**config.mk**
```make
export PLATFORM = sky130hd
export DESIGN_NAME = vtok_scanner
export DESIGN_NICKNAME = d
export VERILOG_FILES = /design/src/rtl/vtok_pkg.sv /design/src/rtl/vtok_charclass.sv /design/src/rtl/vtok_scanner.sv
export SDC_FILE = /design/constraint.sdc
export NUM_CORES = 1
export LEC_CHECK = 0
export CAP_MARGIN = 20
export CORE_MARGIN = 3
export CORE_UTILIZATION = 50
export DETAILED_ROUTE_END_ITERATION = 12
export PLACE_DENSITY = 0.7
export SLEW_MARGIN = 20
export SYNTH_ARGS = -nofsm -noshare
export SYNTH_HDL_FRONTEND = slang
export SYNTH_SLANG_ARGS = --single-unit
```
**constraint.sdc**
```tcl
create_clock -name clk -period 12.3 [get_ports clk]
set_input_delay 3.69 -clock clk [delete_from_list [all_inputs] [get_ports clk]]
set_output_delay 3.69 -clock clk [all_outputs]
set_load 0.02 [all_outputs]
```
**src/rtl/vtok_pkg.sv**
```systemverilog
// Shared types and constants for the Verilog token scanner.
// Build option: define VTOK_COMMENT_TOKENS_EN to emit comments as TK_COMMENT
// descriptors; leave it undefined to drop comments silently.
package vtok_pkg;

`ifdef VTOK_COMMENT_TOKENS_EN
  localparam bit COMMENT_TOKENS_EN = 1'b1;
`else
  localparam bit COMMENT_TOKENS_EN = 1'b0;
`endif

  typedef enum logic [2:0] {
    TK_IDENT   = 3'd0,
    TK_ESCID   = 3'd1,
    TK_NUMBER  = 3'd2,
    TK_OP      = 3'd3,
    TK_STRING  = 3'd4,
    TK_DIR     = 3'd5,
    TK_COMMENT = 3'd6,
    TK_EOF     = 3'd7
  } tok_kind_e;

  typedef enum logic [3:0] {
    S_IDLE,
    S_IDENT,
    S_ESCID,
    S_NUM,
    S_DIR,
    S_STR,
    S_STR_BS,
    S_SLASH,
    S_LCMT,
    S_BCMT,
    S_BCMT_STAR
  } state_e;

  typedef enum logic [3:0] {
    CC_WS,      // space, TAB, CR
    CC_LF,      // line feed: whitespace that also ends a line comment
    CC_ALPHA,   // a-z A-Z _ $
    CC_DIGIT,   // 0-9
    CC_TICK,    // '
    CC_QMARK,   // ?
    CC_BSLASH,  // backslash
    CC_BTICK,   // `
    CC_DQUOTE,  // "
    CC_SLASH,   // /
    CC_STAR,    // *
    CC_OTHER
  } char_class_e;

  localparam logic [7:0] CH_SP     = 8'h20;
  localparam logic [7:0] CH_TAB    = 8'h09;
  localparam logic [7:0] CH_CR     = 8'h0D;
  localparam logic [7:0] CH_LF     = 8'h0A;
  localparam logic [7:0] CH_US     = 8'h5F;
  localparam logic [7:0] CH_DOLLAR = 8'h24;
  localparam logic [7:0] CH_TICK   = 8'h27;
  localparam logic [7:0] CH_QMARK  = 8'h3F;
  localparam logic [7:0] CH_BSLASH = 8'h5C;
  localparam logic [7:0] CH_BTICK  = 8'h60;
  localparam logic [7:0] CH_DQUOTE = 8'h22;
  localparam logic [7:0] CH_SLASH  = 8'h2F;
  localparam logic [7:0] CH_STAR   = 8'h2A;

  function automatic logic is_ws(input char_class_e c);
    return (c == CC_WS) || (c == CC_LF);
  endfunction

  function automatic logic is_id_start(input char_class_e c);
    return c == CC_ALPHA;
  endfunction

  function automatic logic is_id_cont(input char_class_e c);
    return (c == CC_ALPHA) || (c == CC_DIGIT);
  endfunction

  function automatic logic is_num_start(input char_class_e c);
    return (c == CC_DIGIT) || (c == CC_TICK);
  endfunction

  function automatic logic is_num_cont(input char_class_e c);
    return is_id_cont(c) || (c == CC_TICK) || (c == CC_QMARK);
  endfunction

  // Kind reported when the token held in state s is closed.
  function automatic tok_kind_e kind_of(input state_e s);
    case (s)
      S_IDENT:                       return TK_IDENT;
      S_ESCID:                       return TK_ESCID;
      S_NUM:                         return TK_NUMBER;
      S_DIR:                         return TK_DIR;
      S_STR, S_STR_BS:               return TK_STRING;
      S_SLASH:                       return TK_OP;
      S_LCMT, S_BCMT, S_BCMT_STAR:   return TK_COMMENT;
      default:                       return TK_IDENT;
    endcase
  endfunction

  // States whose partial token is illegal at end of stream.
  function automatic logic is_unterminated(input state_e s);
    return (s == S_STR) || (s == S_STR_BS) || (s == S_BCMT) || (s == S_BCMT_STAR);
  endfunction

  function automatic logic emit_allowed(input tok_kind_e k);
    return (k != TK_COMMENT) || COMMENT_TOKENS_EN;
  endfunction

endpackage

```
**src/rtl/vtok_charclass.sv**
```systemverilog
// Combinational byte classifier for the token scanner.
module vtok_charclass
  import vtok_pkg::*;
(
  input  logic [7:0]  byte_i,
  output char_class_e cls_o
);

  // Map one ASCII byte onto the scanner's character classes.
  always_comb begin
    // NOTE: default first so every path assigns cls_o and no latch is inferred.
    cls_o = CC_OTHER;
    if (byte_i == CH_LF) begin
      cls_o = CC_LF;
    end else if (byte_i == CH_SP || byte_i == CH_TAB || byte_i == CH_CR) begin
      cls_o = CC_WS;
    end else if ((byte_i >= 8'h61 && byte_i <= 8'h7A) || (byte_i >= 8'h41 && byte_i <= 8'h5A) ||
                 byte_i == CH_US || byte_i == CH_DOLLAR) begin
      cls_o = CC_ALPHA;
    end else if (byte_i >= 8'h30 && byte_i <= 8'h39) begin
      cls_o = CC_DIGIT;
    end else if (byte_i == CH_TICK) begin
      cls_o = CC_TICK;
    end else if (byte_i == CH_QMARK) begin
      cls_o = CC_QMARK;
    end else if (byte_i == CH_BSLASH) begin
      cls_o = CC_BSLASH;
    end else if (byte_i == CH_BTICK) begin
      cls_o = CC_BTICK;
    end else if (byte_i == CH_DQUOTE) begin
      cls_o = CC_DQUOTE;
    end else if (byte_i == CH_SLASH) begin
      cls_o = CC_SLASH;
    end else if (byte_i == CH_STAR) begin
      cls_o = CC_STAR;
    end
  end

endmodule

```
**src/rtl/vtok_scanner.sv**
```systemverilog
// Verilog lexer stage: raw byte stream in, classified token descriptors out.
// Whitespace is dropped; comments are dropped unless VTOK_COMMENT_TOKENS_EN
// is defined, in which case they are emitted as TK_COMMENT descriptors.
module vtok_scanner
  import vtok_pkg::*;
#(
  parameter int MAX_TOK_LEN = 64,
  parameter int OFS_W       = 16
) (
  input  logic                               clk,
  input  logic                               reset,
  input  logic                               in_valid,
  output logic                               in_ready,
  input  logic [7:0]                         in_byte,
  input  logic                               in_last,
  output logic                               tok_valid,
  input  logic                               tok_ready,
  output tok_kind_e                          tok_kind,
  output logic [7:0]                         tok_char,
  output logic [$clog2(MAX_TOK_LEN+1)-1:0]   tok_len,
  output logic [OFS_W-1:0]                   tok_ofs,
  output logic                               tok_last,
  output logic                               err_overlong,
  output logic                               err_unterminated
);

  localparam int LEN_W = $clog2(MAX_TOK_LEN + 1);

  // Scanner state
  state_e             state_q, state_d;
  logic [LEN_W-1:0]   len_q, len_d;
  logic [7:0]         char_q, char_d;
  logic [OFS_W-1:0]   sofs_q, sofs_d;     // offset of the open token's first byte
  logic [OFS_W-1:0]   ofs_q, ofs_d;       // count of accepted bytes
  logic               rep_vld_q, rep_vld_d;
  logic [7:0]         rep_byte_q, rep_byte_d;
  logic [OFS_W-1:0]   rep_ofs_q, rep_ofs_d;
  logic               rep_last_q, rep_last_d;
  logic               eof_pend_q, eof_pend_d;
  logic               eof_unt_q, eof_unt_d;

  // Output register
  logic               tok_valid_q, tok_valid_d;
  tok_kind_e          tok_kind_q, tok_kind_d;
  logic [7:0]         tok_char_q, tok_char_d;
  logic [LEN_W-1:0]   tok_len_q, tok_len_d;
  logic [OFS_W-1:0]   tok_ofs_q, tok_ofs_d;
  logic               tok_last_q, tok_last_d;
  logic               err_ovl_q, err_ovl_d;
  logic               err_unt_q, err_unt_d;

  // Byte under processing: the replayed terminator has priority over new input.
  logic               can_emit, acc, proc;
  logic [7:0]         byte_c;
  logic               last_c;
  logic [OFS_W-1:0]   bofs_c;
  char_class_e        cls_c;

  assign can_emit = !tok_valid_q || tok_ready;
  assign in_ready = !reset && can_emit && !rep_vld_q && !eof_pend_q;
  assign acc      = in_valid && in_ready;
  assign proc     = acc || (rep_vld_q && can_emit && !eof_pend_q);
  assign byte_c   = rep_vld_q ? rep_byte_q : in_byte;
  assign last_c   = rep_vld_q ? rep_last_q : in_last;
  assign bofs_c   = rep_vld_q ? rep_ofs_q  : ofs_q;

  vtok_charclass u_charclass (
    .byte_i (byte_c),
    .cls_o  (cls_c)
  );

  // Per-byte lexing decision, token emission and output register next state.
  always_comb begin
    state_e           state_n;
    state_e           tok_state;
    logic             add, close, term, op, fin, drop, emit, e_ovl, e_unt, e_last;
    logic [LEN_W-1:0] new_len;
    tok_kind_e        e_kind;
    logic [7:0]       e_char;
    logic [LEN_W-1:0] e_len;
    logic [OFS_W-1:0] e_ofs;

    state_d    = state_q;
    len_d      = len_q;
    char_d     = char_q;
    sofs_d     = sofs_q;
    ofs_d      = acc ? ofs_q + OFS_W'(1) : ofs_q;
    rep_vld_d  = rep_vld_q && !proc;
    rep_byte_d = rep_byte_q;
    rep_ofs_d  = rep_ofs_q;
    rep_last_d = rep_last_q;
    eof_pend_d = eof_pend_q;
    eof_unt_d  = eof_unt_q;

    state_n   = state_q;
    tok_state = state_q;
    add = 1'b0; close = 1'b0; term = 1'b0; op = 1'b0; fin = 1'b0; drop = 1'b0;
    new_len = len_q;
    emit = 1'b0; e_ovl = 1'b0; e_unt = 1'b0; e_last = 1'b0;
    e_kind = TK_IDENT; e_char = 8'h00; e_len = '0; e_ofs = '0;

    if (eof_pend_q) begin
      if (can_emit) begin
        emit       = 1'b1;
        e_kind     = TK_EOF;
        e_ofs      = ofs_q;
        e_last     = 1'b1;
        e_unt      = eof_unt_q;
        ofs_d      = '0;
        eof_pend_d = 1'b0;
        eof_unt_d  = 1'b0;
      end
    end else if (proc) begin
      case (state_q)
        S_IDLE: begin
          if (is_ws(cls_c))                 ;
          else if (is_id_start(cls_c))      begin state_n = S_IDENT; add = 1'b1; end
          else if (cls_c == CC_BSLASH)      begin state_n = S_ESCID; add = 1'b1; end
          else if (is_num_start(cls_c))     begin state_n = S_NUM;   add = 1'b1; end
          else if (cls_c == CC_BTICK)       begin state_n = S_DIR;   add = 1'b1; end
          else if (cls_c == CC_DQUOTE)      begin state_n = S_STR;   add = 1'b1; end
          else if (cls_c == CC_SLASH)       begin state_n = S_SLASH; add = 1'b1; end
          else                              op = 1'b1;
        end
        S_IDENT, S_DIR: begin
          if (is_id_cont(cls_c)) add  = 1'b1;
          else                   term = 1'b1;
        end
        S_NUM: begin
          if (is_num_cont(cls_c)) add  = 1'b1;
          else                    term = 1'b1;
        end
        S_ESCID: begin
          if (is_ws(cls_c)) term = 1'b1;
          else              add  = 1'b1;
        end
        S_STR: begin
          add = 1'b1;
          if (cls_c == CC_DQUOTE)      close   = 1'b1;
          else if (cls_c == CC_BSLASH) state_n = S_STR_BS;
        end
        S_STR_BS: begin
          add     = 1'b1;
          state_n = S_STR;
        end
        S_SLASH: begin
          if (cls_c == CC_SLASH)     begin state_n = S_LCMT; add = 1'b1; end
          else if (cls_c == CC_STAR) begin state_n = S_BCMT; add = 1'b1; end
          else                       term = 1'b1;
        end
        S_LCMT: begin
          if (cls_c == CC_LF) close = 1'b1;
          else                add   = 1'b1;
        end
        S_BCMT: begin
          add = 1'b1;
          if (cls_c == CC_STAR) state_n = S_BCMT_STAR;
        end
        S_BCMT_STAR: begin
          add = 1'b1;
          if (cls_c == CC_SLASH)      close   = 1'b1;
          else if (cls_c != CC_STAR)  state_n = S_BCMT;
        end
        default: state_n = S_IDLE;
      endcase

      new_len = add ? len_q + LEN_W'(1) : len_q;
      if (add && len_q == '0) begin
        char_d = byte_c;
        sofs_d = bofs_c;
      end

      // A terminator closes the token and is re-run from S_IDLE next cycle,
      // carrying its own offset and end-of-stream flag along.
      if (term) begin
        rep_vld_d  = 1'b1;
        rep_byte_d = byte_c;
        rep_ofs_d  = bofs_c;
        rep_last_d = last_c;
      end

      if (close || term) begin
        fin       = 1'b1;
        tok_state = state_q;
      end else if (last_c && state_n != S_IDLE) begin
        fin       = 1'b1;
        tok_state = state_n;
        drop      = is_unterminated(state_n);
      end

      if (last_c && !term) begin
        eof_pend_d = 1'b1;
        eof_unt_d  = drop;
      end

      if (op) begin
        emit   = 1'b1;
        e_kind = TK_OP;
        e_char = byte_c;
        e_len  = LEN_W'(1);
        e_ofs  = bofs_c;
      end else if (fin) begin
        state_d = S_IDLE;
        len_d   = '0;
        if (!drop && new_len != '0 && emit_allowed(kind_of(tok_state))) begin
          emit   = 1'b1;
          e_kind = kind_of(tok_state);
          e_char = char_d;
          e_len  = new_len;
          e_ofs  = sofs_d;
        end
      end else if (add && new_len == LEN_W'(MAX_TOK_LEN)) begin
        // Saturated: ship this piece and keep scanning the same kind.
        state_d = state_n;
        len_d   = '0;
        if (emit_allowed(kind_of(state_n))) begin
          emit   = 1'b1;
          e_kind = kind_of(state_n);
          e_char = char_d;
          e_len  = new_len;
          e_ofs  = sofs_d;
          e_ovl  = 1'b1;
        end
      end else begin
        state_d = state_n;
        len_d   = new_len;
      end
    end

    tok_valid_d = can_emit ? emit : tok_valid_q;
    tok_kind_d  = emit ? e_kind : tok_kind_q;
    tok_char_d  = emit ? e_char : tok_char_q;
    tok_len_d   = emit ? e_len  : tok_len_q;
    tok_ofs_d   = emit ? e_ofs  : tok_ofs_q;
    tok_last_d  = emit ? e_last : tok_last_q;
    err_ovl_d   = emit && e_ovl;
    err_unt_d   = emit && e_unt;
  end

  // Register scanner state and the output descriptor.
  always_ff @(posedge clk or posedge reset) begin
    if (reset) begin
      state_q     <= S_IDLE;
      len_q       <= '0;
      char_q      <= 8'h00;
      sofs_q      <= '0;
      ofs_q       <= '0;
      rep_vld_q   <= 1'b0;
      rep_byte_q  <= 8'h00;
      rep_ofs_q   <= '0;
      rep_last_q  <= 1'b0;
      eof_pend_q  <= 1'b0;
      eof_unt_q   <= 1'b0;
      tok_valid_q <= 1'b0;
      tok_kind_q  <= TK_IDENT;
      tok_char_q  <= 8'h00;
      tok_len_q   <= '0;
      tok_ofs_q   <= '0;
      tok_last_q  <= 1'b0;
      err_ovl_q   <= 1'b0;
      err_unt_q   <= 1'b0;
    end else begin
      // NOTE: non-blocking so every register samples pre-edge values.
      state_q     <= state_d;
      len_q       <= len_d;
      char_q      <= char_d;
      sofs_q      <= sofs_d;
      ofs_q       <= ofs_d;
      rep_vld_q   <= rep_vld_d;
      rep_byte_q  <= rep_byte_d;
      rep_ofs_q   <= rep_ofs_d;
      rep_last_q  <= rep_last_d;
      eof_pend_q  <= eof_pend_d;
      eof_unt_q   <= eof_unt_d;
      tok_valid_q <= tok_valid_d;
      tok_kind_q  <= tok_kind_d;
      tok_char_q  <= tok_char_d;
      tok_len_q   <= tok_len_d;
      tok_ofs_q   <= tok_ofs_d;
      tok_last_q  <= tok_last_d;
      err_ovl_q   <= err_ovl_d;
      err_unt_q   <= err_unt_d;
    end
  end

  assign tok_valid        = tok_valid_q;
  assign tok_kind         = tok_kind_q;
  assign tok_char         = tok_char_q;
  assign tok_len          = tok_len_q;
  assign tok_ofs          = tok_ofs_q;
  assign tok_last         = tok_last_q;
  assign err_overlong     = err_ovl_q;
  assign err_unterminated = err_unt_q;

endmodule

```
## Yosys cells after proc, flatten, opt, wreduce, memory -nomap -nowiden

Memory sizes are Yosys's and may differ from the RTL's.
Index checks and enable logic that the tools add are counted.
W data, S select, Z words.

| storage, ports and cells | value |
|---|---|
| register bits | 117 |
| bits in read-only memories | 192 |
| bits of input ports | 13 |
| output and inout port bits | 39 |
| word-level logic and storage cells | 286 |
| memories kept | 4 |

Memory list:

| memory | depth | width | rd ports | clocked after Yosys merged registers in | write ports | RTL line | RTL |
|---|---|---|---|---|---|---|---|
| (name not given) | 16 | 3 | 1 | 0 | 0 | vtok_pkg.sv:88 | `case (s)` |
| (name not given) | 16 | 3 | 1 | 0 | 0 | vtok_pkg.sv:88 |  |
| (name not given) | 16 | 3 | 1 | 0 | 0 | vtok_pkg.sv:88 |  |
| (name not given) | 16 | 3 | 1 | 0 | 0 | vtok_pkg.sv:88 |  |

| cells by class | value |
|---|---|
| $add $sub $neg | 2 |
| magnitude comparators | 6 |
| eq/ne operators | 42 |
| mux-type cells | 156 |
| bitwise logic cells | 2 |
| reductions and logical operators | 55 |

Operator list:

| operator | number |
|---|---|
| $mux W16 | 13 |
| $mux W4 | 31 |
| $mux W1 | 72 |
| $mux W8 | 9 |
| $mux W7 | 10 |
| $eq A8 B6 Y1 const B | 7 |
| $mux W3 | 17 |
| $eq A4 B3 Y1 const B | 10 |
| $eq A4 B4 Y1 const B | 8 |
| $pmux W4 S7 | 1 |
| $eq A8 B4 Y1 const B | 3 |
| $eq A8 B7 Y1 const B | 3 |
| $logic_and A1 B1 Y1 | 18 |
| $add A16 B1 Y16 const B | 1 |
| $eq A4 B2 Y1 const B | 4 |
| $ge A8 B7 Y1 const B | 2 |
| $le A8 B7 Y1 const B | 2 |
| $logic_or A1 B1 Y1 | 16 |
| $reduce_and A3 Y1 | 3 |
| $eq A4 B1 Y1 const B | 2 |
| $ge A8 B6 Y1 const B | 1 |
| $le A8 B6 Y1 const B | 1 |
| $logic_not A4 Y1 | 2 |
| $add A7 B1 Y7 const B | 1 |
| 17 further kinds | 26 |

## Depth between registers and ports, before layout

An unclocked memory read counts as a cell.

| logic depth | value |
|---|---|
| depth in word-level cells | 43 |
| depth in mapped cells | 27 |
| depth with buffers taken out | 23 |

## By module

Synthesis repeated with hierarchy kept, for this count alone.

| unflattened totals | value |
|---|---|
| cells, all modules | 756 |
| area, all modules | 6924.1 um2 |

By module, submodules not included:

| module | instances | cells each | area an instance (um2) | sequential area each (um2) |
|---|---|---|---|---|
| vtok_scanner | 1 | 712 | 6606.3 | 2927.8 |
| vtok_charclass | 1 | 44 | 317.8 | 0.0 |

## Worst setup path before layout

OpenSTA, ideal clock, no wires.

| path | value |
|---|---|
| kind | input-to-reg |
| start | input port in_byte[4] |
| end | register tok_ofs_q[2] (netlist: tok_ofs[2]) |
| setup time | 0.139 ns |
| data arrival time | 8.155 ns |
| required time | 12.161 ns |
| path slack | 4.006 ns |
| stages on the path | 22 |
| path buffers | 2 |
| path through | or4_1 a21o_1 a2111oi_4 o21ai_0 a31o_2 a21oi_1 a21oi_1 o21ai_0 inv_1 ha_1 a21oi_1 nand2_1 a21oi_1 ha_1 nor3b_1 nor2_1 a221oi_1 a311o_1 and2_1 buf_6 buf_4 o221ai_1 |

| between the ends | value |
|---|---|
| cells in the longest elaborated chain, start to end | 42 |
| elaborated cells between the ends (all ways) | 170 |
| those cells by class | 6 x order compare; 31 x eq/ne; 105 x mux; 26 x reduce/logical; 2 x memory |

RTL lines:

| item | RTL line | RTL |
|---|---|---|
| start: declaration | vtok_scanner.sv:14 | `input logic [7:0] in_byte,` |
| $mux W8 (*) | vtok_scanner.sv:63 | `assign byte_c = rep_vld_q ? rep_byte_q : in_byte;` |
| $eq A8 B6 Y1 | vtok_charclass.sv:34 | `end else if (byte_i == CH_STAR) begin` |
| $mux W1 | vtok_charclass.sv:34 |  |
| $mux W4 | vtok_charclass.sv:32 | `end else if (byte_i == CH_SLASH) begin` |
| $mux W4 | vtok_charclass.sv:30 | `end else if (byte_i == CH_DQUOTE) begin` |
| $mux W4 | vtok_charclass.sv:28 | `end else if (byte_i == CH_BTICK) begin` |
| $mux W4 | vtok_charclass.sv:26 | `end else if (byte_i == CH_BSLASH) begin` |
| $mux W4 | vtok_charclass.sv:24 | `end else if (byte_i == CH_QMARK) begin` |
| (+26 left out) | -- |  |
| $mux W3 | vtok_scanner.sv:102 | `if (eof_pend_q) begin` |
| $ne A3 B3 Y1 | vtok_pkg.sv:106 | `return (k != TK_COMMENT) \|\| COMMENT_TOKENS_EN;` |
| $logic_and A1 B1 Y1 | vtok_scanner.sv:205 | `if (!drop && new_len != '0 && emit_allowed(kind_of(tok_state))) begin` |
| $mux W16 or $mux W1 (tied branches) | vtok_scanner.sv:205 |  |
| $mux W16 or $mux W1 (tied branches) | vtok_scanner.sv:202 | `end else if (fin) begin` |
| $mux W16 or $mux W1 (tied branches) | vtok_scanner.sv:196 | `if (op) begin` |
| $mux W16 or $mux W1 (tied branches) | vtok_scanner.sv:113 | `end else if (proc) begin` |
| $mux W16 or $mux W1 (tied branches) | vtok_scanner.sv:102 |  |
| end signal: assignment | vtok_scanner.sv:279 | `tok_ofs_q <= tok_ofs_d;` |
| end: declaration | vtok_scanner.sv:47 | `logic [OFS_W-1:0] tok_ofs_q, tok_ofs_d;` |

Every way passes the cells marked *; elsewhere a longest branch is shown, timed or not. The select of a mux whose other input is x is not followed.
A chain may end at the register's enable or synchronous reset.

## Worst setup path in the final report

| path | value |
|---|---|
| start | input port in_byte[7] |
| end | register tok_ofs_q[2] (netlist: tok_ofs[2]) |

The elaborated chain is that of the path after synthesis.

==> impl_metrics.py <==
metrics = {
    "outcome": {
        "status": "completed",
    },
    "sta": {
        "slew_headroom": 0.304,
        "finClkSkew_ns": 0.0146,
        "worst_pin_slew_ns": 1.04,
        "hold_violations": 0,
        "min_period_over_period": 0.779,
        "fin_ws_ns": 2.72,
        "rsz0062_at_grt": "false",
        "fmax_ghz": 0.104,
        "tns_ns": 0,
        "setup_viol": 0,
        "drv_slew": 0,
        "fin_crit_ns": 9.58,
    },
    "placement": {
        "gp_congestion": 0.946,
        "dp_hpwl_um": 12400,
        "io_buffer_count": 51,
        "pre_cts_ws_ns": 2.32,
        "placed_cells": 952,
    },
    "synth": {
        "synthSimpleGateAreaFrac": 0.191,
        "synth_flop_cell": "dfrtp_1",
        "synth_xor_area_frac": 0.0298,
        "synth_seq_cells": 117,
        "synth_fa_ha_area_frac": 0.0195,
        "synth_nets": 786,
        "synth_compound_area_frac": 0.188,
        "avgSynthCellArea_um2": 9.25,
        "muxShareOfSynthArea": 0.109,
        "synth_top_family_by_area": "simple AND/OR/NAND/NOR gates",
        "yosys_warnings": 0,
        "ys_types": 77,
        "synthCells": 762,
        "async_flop_share": 1.00,
        "yosysSeqAreaShare": 0.415,
        "synth_area_um2": 7050,
        "synth_edf_count": 0,
    },
    "clock_tree": {
        "cts_tree": "yes",
        "clk_pin_slew_worst_paths_ns": 0.06,
        "clock_latency_ns": 0.42,
        "htree_levels": 4,
        "cts_setup_buffers": 0,
        "cts_resized": 0,
        "clkSinkCount": 117,
        "clk_path_buf_depth": 2,
        "cts_made_buffers": 17,
        "cts_root_buffer": "clkbuf_16",
        "postCtsHoldBufs": 0,
    },
    "power": {
        "p_per_area_nw_per_um2": 249,
        "peakVddDrop_mv": 0.172,
        "total_leakage_power_nw": 3.57,
    },
    "setup_path": {
        "slowest_delay_ns": 0.72,
        "arrival_ns": 9.88,
        "path_class": "in2reg",
        "rr_worst_depth": 22,
        "worstPathCellList": "clkdlybuf4s50_1, or4_1, a21o_1, a2111o_1, and3_1, nor4_1, nor2_1, a311oi_1, nand3_1, inv_1, ha_1, a21oi_1, nand2_1, nor2_1, a21oi_1, ha_1, nor3b_1, nor2_1, a221oi_1, a311o_1, nand3_1, o221ai_1",
        "ff2ff_setup_slack_ns": 5.58,
        "worst-path-max-fanout": 23,
        "reg2reg_to": "tok_ofs[2]",
        "cp.buffers_inverters": 2,
        "endpoint_kind": "flip-flop",
        "worst_path_most_repeated_cell": "nor2_1",
        "cp_slowest_cell": "nand3_1",
        "cpLargestDelayFamily": "simple AND/OR/NAND/NOR gates",
        "required_ns": 12.60,
        "cp-start-kind": "input port",
    },
    "route": {
        "num_vias": 5923,
        "drc_errors": 0,
        "ant_nets": 0,
        "via_per_inst": 6.02,
        "drt_iter0_drc": 714,
        "drtPass1Iterations": 5,
        "drt-total-wl_um": 18100,
        "wl_per_cell_um": 18.4,
    },
    "finish": {
        "drive_gt1_frac": 0.126,
        "final-seq-area_um2": 2930,
        "area_growth_pct": 17.0,
        "final_nets": 819,
        "multi_input_area_um2": 3790,
        "final_cells": 984,
        "antenna_cells": 0,
        "fillers": 1115,
    },
    "floorplan": {
        "io_pins": 52,
        "start_util": 0.522,
        "core_um2": 13500,
        "fp-row-count": 42,
        "die_area_um2": 15600,
        "fp.dieH_um": 125,
        "die_w_um": 125,
    },
    "grt": {
        "antenna_found_initial": 0,
        "grt_pass1_vias": 5846,
        "overflow": 0,
        "grt_max_degree": 84,
        "grt_pass1_wl_um": 29800,
        "grt_util_all_layers": 0.235,
    },
    "worst_hold_path": {
        "hp-start": "char_q[0]",
        "hold_depth": 1,
        "holdPathEnd": "char_q[0]",
        "min-delay-path-class": "reg2reg",
    },
    "run": {
        "drv_cap": 0,
    },
}
-- power breakdown --
part / switching [mW] / total (mW) / leakage [nW] / internal (mW)
clock: 0.194 / 0.498 / 0.294 / 0.304
combinational: 0.628 / 0.998 / 1.70 / 0.370
sequential: 0.0956 / 0.557 / 1.57 / 0.462
-- per-layer routing --
metal	global-route usage	wire length [µm]	up-vias
met5	0	0	-
met4	0.0832	288	0
met3	0.0364	891	23
met2	0.375	8590	185
met1	0.326	8330	2900
li1	-	-	2815
-- cells by family after synthesis --
logic type	Yosys count
AND/OR/NAND/NOR	266
AO/OA/AOI/OAI	189
flip-flops	117
buffers and inverters	83
multiplexers	72
XOR/XNOR	24
adder cells (fa/ha/maj)	11
-- synthesized netlist by cell type, types with 4 or more instances --
library cell  count  area [µm²]
a21o_1            7        52.6
a21oi_1          45         225
a31oi_1           7        43.8
and2_1            6        37.5
and3_1           12        75.1
buf_2             5        25.0
clkbuf_1         35         131
dfrtp_1         117        2930
ha_1             11         138
inv_1            38         143
mux2_2           36         405
mux2i_1          36         360
nand2_1          83         312
nand2b_1         10        62.6
nand3_1          24         120
nand3b_1          7        52.6
nand4_1           7        43.8
nor2_1           69         259
nor2b_1           4        25.0
nor3_1            8        40.0
nor4_1            5        31.3
o21a_1            6        45.0
o21ai_0          43         215
o221ai_1         16         140
o22ai_1           9        56.3
or2_2             5        31.3
or3_1             7        43.8
xnor2_1           6        52.6
xor2_1           18         158
-- stage by stage --
stage | instance area (µm²) | power [mW] | util | hold slack (ns)
after floorplan | 7050 | 1.28 | - | 0.450
after global placement | 7650 | 1.53 | 0.566 | 0.462
after detailed placement | 7650 | 1.55 | 0.566 | 0.471
after CTS | 8240 | 2.06 | 0.610 | 0.484
after global routing | 8240 | 2.19 | 0.610 | 0.516
final | 8240 | 2.05 | 0.610 | 0.479
-- state kept, by name (all words and copies together), names as in the netlist, 3 cells and up, named ones only --
register	flops
rep_byte_q	8
state_q	4
sofs_q	16
char_q	8
rep_ofs_q	16
ofs_q	16
tok_kind	3
len_q	7
tok_char	8
tok_len	7
tok_ofs	16
-- cell usage in the layout (no fill, tap or decap), types with 8 or more instances in the layout --
| master | instances |
|---|---|
| a21oi_1 | 45 |
| and3_1 | 12 |
| clkbuf_16 | 17 |
| clkdlybuf4s50_1 | 51 |
| dfrtp_1 | 116 |
| ha_1 | 11 |
| inv_1 | 37 |
| mux2_2 | 36 |
| mux2i_1 | 36 |
| nand2_1 | 83 |
| nand2b_1 | 10 |
| nand3_1 | 24 |
| nor2_1 | 67 |
| nor3_1 | 8 |
| o21ai_0 | 43 |
| o221ai_1 | 16 |
| o22ai_1 | 9 |
| xor2_1 | 18 |
-- final cells by class --
type,count,area share
clock buffers,17,0.0516
clock inverters,15,0.0205
inverters,39,0.0181
multi-input cells,562,0.459
flip-flops and latches,117,0.355
well taps,176,0.0267
repair buffers,58,0.0683
-- how the worst max path moves through the flow --
stage	cells past startpoint	from	end
after floorplan	22	in_byte[4]	tok_ofs[2]
after global placement	22	in_byte[7]	tok_ofs[5]
after detailed placement	22	in_byte[7]	tok_ofs[2]
after CTS	22	in_byte[7]	tok_ofs[2]
after global routing	22	in_byte[7]	tok_ofs[11]
final	22	in_byte[7]	tok_ofs[2]
Power figures use the tool's default switching activity.
